## config.mk

```make
export PLATFORM = sky130hd
export DESIGN_NAME = regfile_write_arbiter_flat
export DESIGN_NICKNAME = d
export VERILOG_FILES = /design/src/rtl/regfile_write_arbiter_if.sv /design/src/rtl/regfile_write_arbiter.sv /design/src/flat_wrapper.sv
export SDC_FILE = /design/constraint.sdc
export NUM_CORES = 1
export LEC_CHECK = 0
export CAP_MARGIN = 20
export CORE_MARGIN = 3
export CORE_UTILIZATION = 28
export DETAILED_ROUTE_END_ITERATION = 8
export GPL_ROUTABILITY_DRIVEN = 0
export PLACE_DENSITY = 0.58
export SLEW_MARGIN = 20
export SYNTH_ARGS = -nofsm -noshare
export SYNTH_HDL_FRONTEND = slang
export SYNTH_SLANG_ARGS = --single-unit
```

## constraint.sdc

```tcl
create_clock -name clk -period 2.7 [get_ports clk]
set_clock_uncertainty 0.15 [all_clocks]
set_input_delay 0.54 -clock clk [delete_from_list [all_inputs] [get_ports clk]]
set_output_delay 0.54 -clock clk [all_outputs]
set_load 0.005 [all_outputs]
```

## src/rtl/regfile_write_arbiter_if.sv

```systemverilog
// Writeback-source and register-file write-port bundle for regfile_write_arbiter.
// master = upstream writeback stage / register file side, slave = the arbiter.
interface regfile_write_arbiter_if #(
  parameter int DATA_W = 32,
  parameter int ADDR_W = 5
);
  logic                   a_valid;
  logic                   a_ready;
  logic [ADDR_W-1:0]      a_addr;
  logic [DATA_W-1:0]      a_data;
  logic                   b_valid;
  logic                   b_ready;
  logic [ADDR_W-1:0]      b_addr;
  logic [DATA_W-1:0]      b_data;
  logic                   regWrite;
  logic [ADDR_W-1:0]      regWaddr;
  logic [DATA_W-1:0]      data;
  logic [2**ADDR_W-1:0]   pending;

  modport master (
    output a_valid, a_addr, a_data, b_valid, b_addr, b_data,
    input  a_ready, b_ready, regWrite, regWaddr, data, pending
  );

  modport slave (
    input  a_valid, a_addr, a_data, b_valid, b_addr, b_data,
    output a_ready, b_ready, regWrite, regWaddr, data, pending
  );
endinterface

```

## src/rtl/regfile_write_arbiter.sv

```systemverilog
// Two 2-deep writeback queues (A = ALU, B = load) sharing the register-file write port.
// REGWRITE_RR_ARB_EN defined: round-robin grant; undefined: A has fixed priority.
//
// Round-robin pointer (only with REGWRITE_RR_ARB_EN):
//   state  | meaning
//   PRIO_A | A wins when both heads are valid (reset value, and after a B grant)
//   PRIO_B | B wins when both heads are valid (after an A grant)
module regfile_write_arbiter #(
  parameter int DATA_W = 32,
  parameter int ADDR_W = 5
) (
  input  logic                   clk,
  input  logic                   rst_n,
  regfile_write_arbiter_if.slave wb
);

  localparam int ENTRY_W = ADDR_W + DATA_W;
  localparam int NREG    = 2**ADDR_W;

  logic [ENTRY_W-1:0] mem_q [2][2];
  logic [1:0]         cnt_q    [2];
  logic [1:0]         cnt_d    [2];
  logic               rd_ptr_q [2];
  logic               rd_ptr_d [2];
  logic               wr_ptr_q [2];
  logic               wr_ptr_d [2];

  logic [ENTRY_W-1:0] in_entry [2];
  logic [ENTRY_W-1:0] head     [2];
  logic               ready    [2];
  logic               push     [2];
  logic               pop      [2];
  logic               not_empty[2];

  logic               grant_a;
  logic               grant_b;
  logic [ENTRY_W-1:0] win_entry;

  logic               we_q, we_d;
  logic [ADDR_W-1:0]  waddr_q, waddr_d;
  logic [DATA_W-1:0]  data_q, data_d;
  logic [NREG-1:0]    pend;

  // Ready comes from the registered count only, so a same-cycle pop never opens a full queue.
  always_comb begin
    in_entry[0] = {wb.a_addr, wb.a_data};
    in_entry[1] = {wb.b_addr, wb.b_data};
    for (int s = 0; s < 2; s++) begin
      ready[s]     = (cnt_q[s] != 2'd2);
      not_empty[s] = (cnt_q[s] != 2'd0);
      head[s]      = mem_q[s][rd_ptr_q[s]];
    end
    push[0] = wb.a_valid & ready[0];
    push[1] = wb.b_valid & ready[1];
    pop[0]  = grant_a;
    pop[1]  = grant_b;
    for (int s = 0; s < 2; s++) begin
      cnt_d[s]    = cnt_q[s] + 2'(push[s]) - 2'(pop[s]);
      rd_ptr_d[s] = rd_ptr_q[s] ^ pop[s];
      wr_ptr_d[s] = wr_ptr_q[s] ^ push[s];
    end
  end

  always_ff @(posedge clk or negedge rst_n) begin
    if (!rst_n) begin
      for (int s = 0; s < 2; s++) begin
        cnt_q[s]    <= 2'd0;
        rd_ptr_q[s] <= 1'b0;
        wr_ptr_q[s] <= 1'b0;
      end
    end else begin
      for (int s = 0; s < 2; s++) begin
        cnt_q[s]    <= cnt_d[s];
        rd_ptr_q[s] <= rd_ptr_d[s];
        wr_ptr_q[s] <= wr_ptr_d[s];
      end
    end
  end

  // Storage needs no reset: entries are only observed while the count covers them.
  always_ff @(posedge clk) begin
    for (int s = 0; s < 2; s++) begin
      if (push[s]) begin
        mem_q[s][wr_ptr_q[s]] <= in_entry[s];
      end
    end
  end

`ifdef REGWRITE_RR_ARB_EN
  typedef enum logic {
    PRIO_A = 1'b0,
    PRIO_B = 1'b1
  } rr_state_e;

  rr_state_e rr_q, rr_d;

  always_ff @(posedge clk or negedge rst_n) begin
    if (!rst_n) begin
      rr_q <= PRIO_A;
    end else begin
      rr_q <= rr_d;
    end
  end

  always_comb begin
    rr_d    = rr_q;
    grant_a = not_empty[0] & (~not_empty[1] | (rr_q == PRIO_A));
    grant_b = not_empty[1] & ~grant_a;
    if (grant_a) begin
      rr_d = PRIO_B;
    end else if (grant_b) begin
      rr_d = PRIO_A;
    end
  end
`else
  always_comb begin
    grant_a = not_empty[0];
    grant_b = not_empty[1] & ~not_empty[0];
  end
`endif

  // Register 0 still takes a grant slot but never raises the write enable.
  always_comb begin
    win_entry = grant_a ? head[0] : head[1];
    we_d      = 1'b0;
    waddr_d   = waddr_q;
    data_d    = data_q;
    if (grant_a | grant_b) begin
      waddr_d = win_entry[ENTRY_W-1:DATA_W];
      data_d  = win_entry[DATA_W-1:0];
      we_d    = (win_entry[ENTRY_W-1:DATA_W] != '0);
    end
  end

  always_ff @(posedge clk or negedge rst_n) begin
    if (!rst_n) begin
      we_q    <= 1'b0;
      waddr_q <= '0;
      data_q  <= '0;
    end else begin
      we_q    <= we_d;
      waddr_q <= waddr_d;
      data_q  <= data_d;
    end
  end

  // Slot e of a queue is live if it is the head with count>=1, or the tail with count==2.
  always_comb begin
    pend = '0;
    for (int s = 0; s < 2; s++) begin
      for (int e = 0; e < 2; e++) begin
        if ((1'(e) == rd_ptr_q[s]) ? (cnt_q[s] != 2'd0) : (cnt_q[s] == 2'd2)) begin
          pend[mem_q[s][e][ENTRY_W-1:DATA_W]] = 1'b1;
        end
      end
    end
    if (we_q) begin
      pend[waddr_q] = 1'b1;
    end
    pend[0] = 1'b0;
  end

  assign wb.a_ready  = ready[0];
  assign wb.b_ready  = ready[1];
  assign wb.regWrite = we_q;
  assign wb.regWaddr = waddr_q;
  assign wb.data     = data_q;
  assign wb.pending  = pend;

endmodule

```

## src/flat_wrapper.sv

```systemverilog
// flat-port wrapper written by rule: the top's interface ports become plain ports
module regfile_write_arbiter_flat 
#(
  parameter int DATA_W = 32,
  parameter int ADDR_W = 5
)
  (clk, rst_n, wb_a_valid, wb_a_addr, wb_a_data, wb_b_valid, wb_b_addr, wb_b_data, wb_a_ready, wb_b_ready, wb_regWrite, wb_regWaddr, wb_data, wb_pending);
  regfile_write_arbiter_if #(.DATA_W(DATA_W), .ADDR_W(ADDR_W)) wb_i ();
  input  logic clk;
  input  logic rst_n;
  input wire logic [$bits(wb_i.a_valid)-1:0] wb_a_valid;
  input wire logic [$bits(wb_i.a_addr)-1:0] wb_a_addr;
  input wire logic [$bits(wb_i.a_data)-1:0] wb_a_data;
  input wire logic [$bits(wb_i.b_valid)-1:0] wb_b_valid;
  input wire logic [$bits(wb_i.b_addr)-1:0] wb_b_addr;
  input wire logic [$bits(wb_i.b_data)-1:0] wb_b_data;
  output wire logic [$bits(wb_i.a_ready)-1:0] wb_a_ready;
  output wire logic [$bits(wb_i.b_ready)-1:0] wb_b_ready;
  output wire logic [$bits(wb_i.regWrite)-1:0] wb_regWrite;
  output wire logic [$bits(wb_i.regWaddr)-1:0] wb_regWaddr;
  output wire logic [$bits(wb_i.data)-1:0] wb_data;
  output wire logic [$bits(wb_i.pending)-1:0] wb_pending;
  assign wb_i.a_valid = wb_a_valid;
  assign wb_i.a_addr = wb_a_addr;
  assign wb_i.a_data = wb_a_data;
  assign wb_i.b_valid = wb_b_valid;
  assign wb_i.b_addr = wb_b_addr;
  assign wb_i.b_data = wb_b_data;
  assign wb_a_ready = wb_i.a_ready;
  assign wb_b_ready = wb_i.b_ready;
  assign wb_regWrite = wb_i.regWrite;
  assign wb_regWaddr = wb_i.regWaddr;
  assign wb_data = wb_i.data;
  assign wb_pending = wb_i.pending;
  regfile_write_arbiter #(.DATA_W(DATA_W), .ADDR_W(ADDR_W)) u_core (.clk(clk), .rst_n(rst_n), .wb(wb_i));
endmodule
```

==> results of run 1 <==
logic make-up after synthesis:
| kind of cell | after synthesis | synth area share, % |
|---|---|---|
| compound gates | 106 | 10.1 |
| other cells | 1 | 0.0434 |
| buf+inv | 57 | 2.71 |
| flops | 194 | 64.7 |
| fa+ha+maj | 6 | 0.868 |
| xor+xnor | 4 | 0.405 |
| mux | 85 | 10.1 |
| simple gates | 158 | 11.1 |
cell usage in the layout (no fill, tap or decap), drive strengths merged, types with 4 or more instances in the layout:
cell | Yosys | final
a211o | 7 | 7
a21oi | 4 | 4
a221oi | 11 | 11
a22o | 7 | 7
and2 | 4 | 4
and3 | 4 | 4
and3b | 4 | 4
buf | 15 | 147
clkbuf | 28 | 18
clkdlybuf4s50 | 0 | 116
clkinv | 0 | 8
dfrtp | 46 | 46
edfxtp | 148 | 148
ha | 6 | 6
inv | 14 | 21
mux2 | 7 | 7
mux2i | 78 | 78
nand2 | 44 | 44
nand2b | 7 | 7
nand3 | 11 | 11
nand3b | 10 | 10
nor2 | 12 | 12
nor2b | 10 | 10
nor3 | 5 | 5
nor3b | 9 | 9
nor4 | 8 | 8
nor4b | 10 | 10
o21ai | 4 | 4
o221ai | 43 | 43
o22ai | 16 | 16
or3 | 8 | 8
or3b | 7 | 7
xnor2 | 4 | 4
per-stage QoR:
stage          hold WS [ns]  utilization [%]  setup TNS [ns]  total power [mW]  instances
6_report              0.343             42.3           -3.88              12.1       1255
2_1_floorplan        0.0944                -               0              6.62        611
3_3_place_gp          0.321             36.8          -0.613              8.81       1173
3_5_place_dp          0.326             36.8           -1.30              8.87       1173
5_1_grt               0.363             42.3           -5.79              12.8       1255
4_1_cts               0.345             40.7           -3.82              11.8       1242
tightest hold or removal path: cells and delay by family (launching register included):
family / cells / cell delay (ns)
flops: 1 / 0.35
simple gates: 1 / 0.05
compound gates: 1 / 0.06
sequential cells by signal, indices dropped and copies added, names as in the netlist:
register / flops
u_core.mem_q: 148
u_core.wb.regWaddr: 5
u_core.cnt_q: 4
u_core.wr_ptr_q: 2
u_core.rd_ptr_q: 2
u_core.wb.data: 32
u_core.wb.regWrite: 1
metal layers:
metal | up-vias | part of all wire [%] | global-route usage (%)
met4 | 4 | 2.7 | 4.51
met5 | - | 0.080 | 0
met1 | 3170 | 42 | 19.4
li1 | 2910 | - | -
met2 | 254 | 49 | 26.1
met3 | 55 | 6.4 | 3.65
final cells by class:
cell class	instances	area (µm²)	share of cell area [%]
Timing Repair Buffer	265	2520	19.8
Tap cell	390	488	3.84
Clock inverter	15	178	1.40
Inverter	14	52.6	0.414
Multi-Input combinational cell	360	3440	27.0
Sequential cell	194	5600	44.1
Clock buffer	17	425	3.35
worst max path at each step:
stage | startpoint | to | slack (ns) | cells past startpoint
finish | u_core.cnt_q[2] | wb_pending[30] | -0.34 | 6
global route | u_core.cnt_q[2] | wb_pending[30] | -0.40 | 6
CTS | u_core.cnt_q[0] | wb_pending[7] | -0.25 | 8
detailed placement | u_core.cnt_q[2] | wb_pending[22] | -0.15 | 7
global placement | u_core.cnt_q[2] | wb_pending[24] | -0.10 | 7
floorplan | u_core.cnt_q[1] | u_core.mem_q[0][100] | 0.31 | 4
power by group through the flow:
stage | sequential, mW | combinational, mW | clock (mW)
2_1_floorplan | 4.50 | 2.13 | 0
3_3_place_gp | 4.62 | 4.19 | 0
3_5_place_dp | 4.63 | 4.24 | 0
4_1_cts | 4.58 | 4.66 | 2.60
5_1_grt | 4.69 | 5.37 | 2.73
6_report | 4.59 | 5.02 | 2.52
what timing repair did:
| item | 4_1_cts | 5_1_grt |
|---|---|---|
| endpoints found under the setup margin | 31 | 31 |
| hold endpoints to repair | 18 | 0 |
| resized for setup | 196 | 80 |
| hold buffers | 1 | 0 |
| gates cloned | 1 | 0 |
| buffers inserted | 40 | 20 |
| pin swaps | 26 | 31 |
==> results.txt, run 1 <==
Per-cell routed wire length: 20.8 µm. Before antenna repair, the detailed router went through 5 iterations. TritonCTS built the clock tree. The internal power component is 7.88 mW, and the final setup violation count is 28. In the routed design, unresolved DRC markers number 0. The biggest area contributor in the post-synthesis netlist is sky130_fd_sc_hd__edfxtp_1. The die area is 0.0330 mm².

The detailed router finished its first iteration with 589 violations. The tightest min-delay check is of the reg2reg type. The hold path depth is 2, and the number of routed nets with antenna violations is 0. Along the worst path, the maximum fanout reaches 4. Detailed placement ended at an HPWL of 17.0 mm. The number of clock buffers added by TritonCTS is 17.

The cell area after technology mapping came out at 0.00865 mm². The ratio of total power to cell area was 955 mW/mm². The worst register-to-register path begins at u_core.cnt_q[0]. The most frequently used cell type in the post-synthesis netlist was sky130_fd_sc_hd__edfxtp_1.

The number of violations of the max-capacitance limit came out at 0. The final cycle utilization of the critical path came out at 113%. From left edge to right edge, the die measures 182 µm.

The startpoint of the tightest hold check path is u_core.wb.data[23]. The tools report the sequential fraction of the synthesis area as 64.7%. For the fmax, the log shows 329 MHz.

Most instantiated flip-flop cell in the synthesis netlist: sky130_fd_sc_hd__edfxtp_1. The endpoint of the worst-slack reg-to-reg timing path was u_core.mem_q[0][119]. After global routing the overflow that remains totals 0. The run gives 0 as the antenna diode count.

For the worst relative slew slack, the log shows 61.0%. The worst stage delay on the critical path is 0.48 ns, and the depth of the worst register-to-register path is 8. The number of enable-type register cells in the synthesized netlist is 148, and the vertical die dimension is 182 µm.

For the finished layout, the period the worst path requires is 3.04 ns. The total routing usage reported by global routing is 15.3%. At the pin with the least slew margin, the transition time is 0.584 ns. For this block, the routed nets add up to 26.1 mm of wire.

The critical path launch point type was a register. The cell area after placement is 0.0111 mm², and the post-place setup slack is -0.151 ns. The worst hold path endpoint is u_core.wb.data[23].

The sequential share of power is 37.9%. Walking the worst path, the cells encountered are mux2i_4 > buf_6 > nor3b_4 > a222oi_1 > o221ai_1 > buf_2. The tree built by TritonCTS fans out to 194 sinks. The worst setup slack after layout was -0.339 ns; the number of antenna violations at the first check in global routing was 2. The worst register-to-register path has a setup slack of 0.61 ns. The first global-routing pass estimated 39.1 mm of wire. The fraction of layout cells with a size suffix above 1 works out to 32.8%. The run gives 6615 as the number of global-route vias before repair.

The synthesized net count is 695, and the switching power share of the total is 35.1%. The family with the most delay on the worst path is compound AO/OA/AOI/OAI gates. The critical path endpoint category is an output pin. The reported leakage power was 4.80 nW.

After clock tree synthesis, the clock-pin slew on the worst setup and hold paths is 0.07 ns. Entering global routing, the biggest net connects 33 pins. The final-report hold violation count came out at 0.

The number of max-slew violations in the final report was 0. The tools report the number of distinct library cell variants in the gate-level netlist after synthesis as 55. The run finished, with violations left. The logs give 2669 for the count of filler cells inserted in the layout and 0 for the count of yosys warnings during synthesis. The largest individual stage delay along the critical path comes from the cell sky130_fd_sc_hd__a222oi_1. The final reports fail on setup timing.

The run gives 936 as the count of nets after finishing. The tree is rooted in a sky130_fd_sc_hd__clkbuf_16. VDD sags by at most 0.461 mV. For this configuration, the core starts out at a cell density of 28.8%. The total core area was 0.0300 mm²; the number of storage elements in the synthesis netlist was 194.

The average instance in the mapped netlist occupies 14.2 µm². The post-synthesis instance total came out at 611. Summed over all nets, the switching power comes to 4.26 mW.

The top cell type by area accounts for 51.4% of the synthesized area. Setup repair after global routing could not meet its margin everywhere. Together, buffers and inverters on the worst path number 2.

The run gives 4 as the H-tree level count. 150 I/O pins were placed. After detailed routing, the number of vias per cell comes to 5.09. Of the total power, combinational logic draws 41.4%.

The tools report the data required time at the worst endpoint as 2.01 ns. After synthesis, the share of flip-flops with an asynchronous set or reset is 23.7%. The data arrival time of the worst path is 2.35 ns, and the buffer levels on the longest clock path is 2.

The tools report the total number of vias as 6393. After synthesis, the most frequently instantiated cells are sky130_fd_sc_hd__edfxtp_1, sky130_fd_sc_hd__mux2i_1, sky130_fd_sc_hd__dfrtp_1. Relative to the synthesized area, the layout overhead comes to 46.9%. By area the synthesized netlist is led by sky130_fd_sc_hd__edfxtp_1, sky130_fd_sc_hd__dfrtp_1, sky130_fd_sc_hd__mux2i_1, sky130_fd_sc_hd__o221ai_1, sky130_fd_sc_hd__nand2_1. After floorplanning, the core was divided into 63 placement rows. Input and output buffers added on the ports amount to 148. The clock network accounts for 20.8% of the total power. The clock reaches the later pin of the worst-skew pair after 0.43 ns. With fillers left out, the area of the finished cells amounts to 0.0127 mm². The setup path with the least slack is of type reg2out.
Note: power is estimated with default switching activity, not from simulation.
==> run 2: changes to the inputs <==
==> constraint.sdc (replaced) <==
create_clock -name clk -period 3.3 [get_ports clk]
set_clock_uncertainty 0.15 [all_clocks]
set_input_delay 0.66 -clock clk [delete_from_list [all_inputs] [get_ports clk]]
set_output_delay 0.66 -clock clk [all_outputs]
set_load 0.005 [all_outputs]
==> results.txt, run 2 (same netlist as run 1, synthesis figures left out) <==
In the layout the commonest cells are sky130_fd_sc_hd__edfxtp_1, sky130_fd_sc_hd__clkdlybuf4s50_1, sky130_fd_sc_hd__mux2i_1, sky130_fd_sc_hd__nand2_1, sky130_fd_sc_hd__o221ai_1. The maximum number of pins on one net before global-route repair is 42 (+27%), and the top-level I/O count is 150 (unchanged). The width of the die is 182 µm (unchanged). The flip-flop count of the largest register after layout is 148 (unchanged), and the met2 routed wirelength is 11.9 mm (-7.0%). The cell total after placement is 1133 (-3.4%), and the standard-cell row count is 63 (unchanged). The via density per instance was 5.17 (+1.5%); the largest vdd supply drop was 0.363 mV (-21%). Total number of vias: 6102 (-4.6%). The cell sitting at the root of the clock tree is a sky130_fd_sc_hd__clkbuf_16. For the number of antenna violations at the first check in global routing, the log shows 1 (-1). The logs give 0 (unchanged) for the number of max-slew violations in the final report and 503 (-15%) for the DRC marker count from the first detailed-route iteration. The tools report the utilization after layout as 38.8% (-3.5 points). The final-report hold violation count is 0 (unchanged). The initial core utilization came out at 28.8% (unchanged). The transition time of the tightest slew-check pin came out at 0.599 ns (+0.0144 ns).

STA classifies the critical path endpoint as an output pin. The highest layer touched by signal routing is met5. Number of CTS-inserted buffers: 17 (unchanged). The accumulated negative setup slack was -0.00494 ns (+3.87 ns). The fraction of layout cells with a size suffix above 1 was 17.1% (-16 points). The area growth from synthesis to layout is 34.7%. For the count of unresolved DRC violations after routing, the log shows 0 (unchanged). Setup repair after global routing could not meet its margin everywhere. The H-tree level count is 4 (unchanged). For the HPWL after detailed placement, the log shows 16.2 mm (-4.6%). The worst path uses 100% of the clock period.

For the number of violations of the max-capacitance limit, the log shows 0 (unchanged). Final design instance area without fill: 0.0116 mm² (-8.3%). The flow ran to the end, but the final reports show violations. The worst hold path belongs to the class reg2reg.

The tools report the routed length on met1 as 10.3 mm (-6.0%). The number of global-route vias before repair was 6182 (-6.5%). The worst-path maximum fanout was 8 (+4); the global-route wire length before repair was 36.9 mm (-5.5%). The critical path launch point type is a register. The vertical die dimension works out to 182 µm (unchanged). The clock period minus final worst setup slack is 3.30 ns. For the buffer levels on the longest clock path, the log shows 2 (unchanged). The run gives 2.49 ns (+0.48 ns) as the data required time at the worst endpoint. The overall power after layout was 9.25 mW (-24%). The number of routed nets with antenna violations is 0 (unchanged). The run gives 6 (+1) as the first-pass detailed-route iteration total.

The worst hold-check slack was 0.339 ns (-0.00349 ns); the total core area was 0.0300 mm² (unchanged). The data arrival time of the worst path was 2.49 ns (+0.14 ns). The checks that failed: setup timing.

The per-cell routed wire length is 20.6 µm (-0.90%). The total routing usage reported by global routing was 14.5% (-0.84 points). The routed wire length is 24.4 mm (-6.8%).

The count of port buffers added during placement works out to 148 (unchanged). The reported leakage power was 4.33 nW (-9.8%); the die area was 0.0330 mm² (unchanged). Ratio of total power to cell area: 795 mW/mm² (-17%). Derived from the worst setup path, the maximum achievable clock frequency is 303 MHz.

The post-place setup slack was 0.236 ns (+0.387 ns); the source-to-sink clock delay at the later pin of the worst-skew pair was 0.44 ns (about the same). The tools report the count of nets after finishing as 861 (-8.0%). TritonCTS built the clock tree.

The number of cells in the finished layout apart from fillers was 1180 (-6.0%). The worst setup slack after layout was -0.00494 ns (+0.334 ns); the count of filler cells inserted in the layout was 2817 (+5.5%). The overflow left after global routing is 0 (unchanged), and the cell area after placement is 0.0107 mm² (-3.1%). The run gives 1.69 mm (+1.6%) as the routed wire length on met3.

The antenna diode count was 0 (unchanged). Critical path start-end classification: reg2out. Most common library cell in the layout ignoring fill and taps: sky130_fd_sc_hd__edfxtp_1. The worst relative slew slack was 60.1% (-0.96 points). The final setup violation count is 1 (-96%), and the clock sink count is 194 (unchanged).

The clock edge transition at the registers on the reported setup and hold paths came out at 0.08 ns (about the same).
## run 2: worst paths after layout
| path | slack [ns] | cells after the start | startpoint | endpoint |
|---|---|---|---|---|
| min in group asynchronous | 0.48 | 2 | rst_n | u_core.wb.data[23] |
| max in group asynchronous | 1.88 | 3 | rst_n | u_core.wb.data[19] |
| hold reg to reg | 0.34 | 2 | u_core.wb.data[26] | u_core.wb.data[26] |
| hold / removal | 0.34 | 2 | u_core.wb.data[26] | u_core.wb.data[26] |
| setup / recovery | -0.005 | 7 | u_core.cnt_q[1] | wb_pending[6] |
| setup reg to reg | 0.97 | 9 | u_core.cnt_q[2] | u_core.cnt_q[1] |
## run 2: metal layers
layer	up-vias	global-route usage, %
met1	3044	18.9
met5	-	0
met3	42	3.27
met2	266	23.8
li1	2748	-
met4	2	4.81
## run 2: critical path, cell delays in order, from the launching register on
cell	delay, ns
sky130_fd_sc_hd__dfrtp_2	0.44
sky130_fd_sc_hd__nor2b_4	0.15
sky130_fd_sc_hd__inv_2	0.11
sky130_fd_sc_hd__a211oi_2	0.08
sky130_fd_sc_hd__buf_4	0.19
sky130_fd_sc_hd__a221oi_1	0.42
sky130_fd_sc_hd__o221ai_1	0.20
sky130_fd_sc_hd__clkdlybuf4s50_1	0.49
## run 2: timing repair
action	4_1_cts	5_1_grt
hold buffers	1	0
setup buffers	5	9
gates cloned	0	0
endpoints found under the hold margin	8	0
setup endpoints to repair	28	26
gates resized for setup	16	34
pin swaps	1	3
## run 2: final cells by class
type,count,area [µm²],share of cell area (%)
multi-input combinational,360,3020,25.9
clock buffer,17,425,3.65
clock inverter,15,183,1.57
sequential,194,5600,48.1
timing repair buffer,190,1880,16.1
tap,390,488,4.19
inverter,14,52.6,0.451
## run 2: report_power, final
| part | switching [mW] | total [mW] | internal [mW] |
|---|---|---|---|
| Clock | 1.04 | 2.07 | 1.03 |
| Combinational | 1.72 | 3.39 | 1.67 |
| Sequential | 0.431 | 3.80 | 3.37 |
| Total | 3.19 | 9.25 | 6.07 |
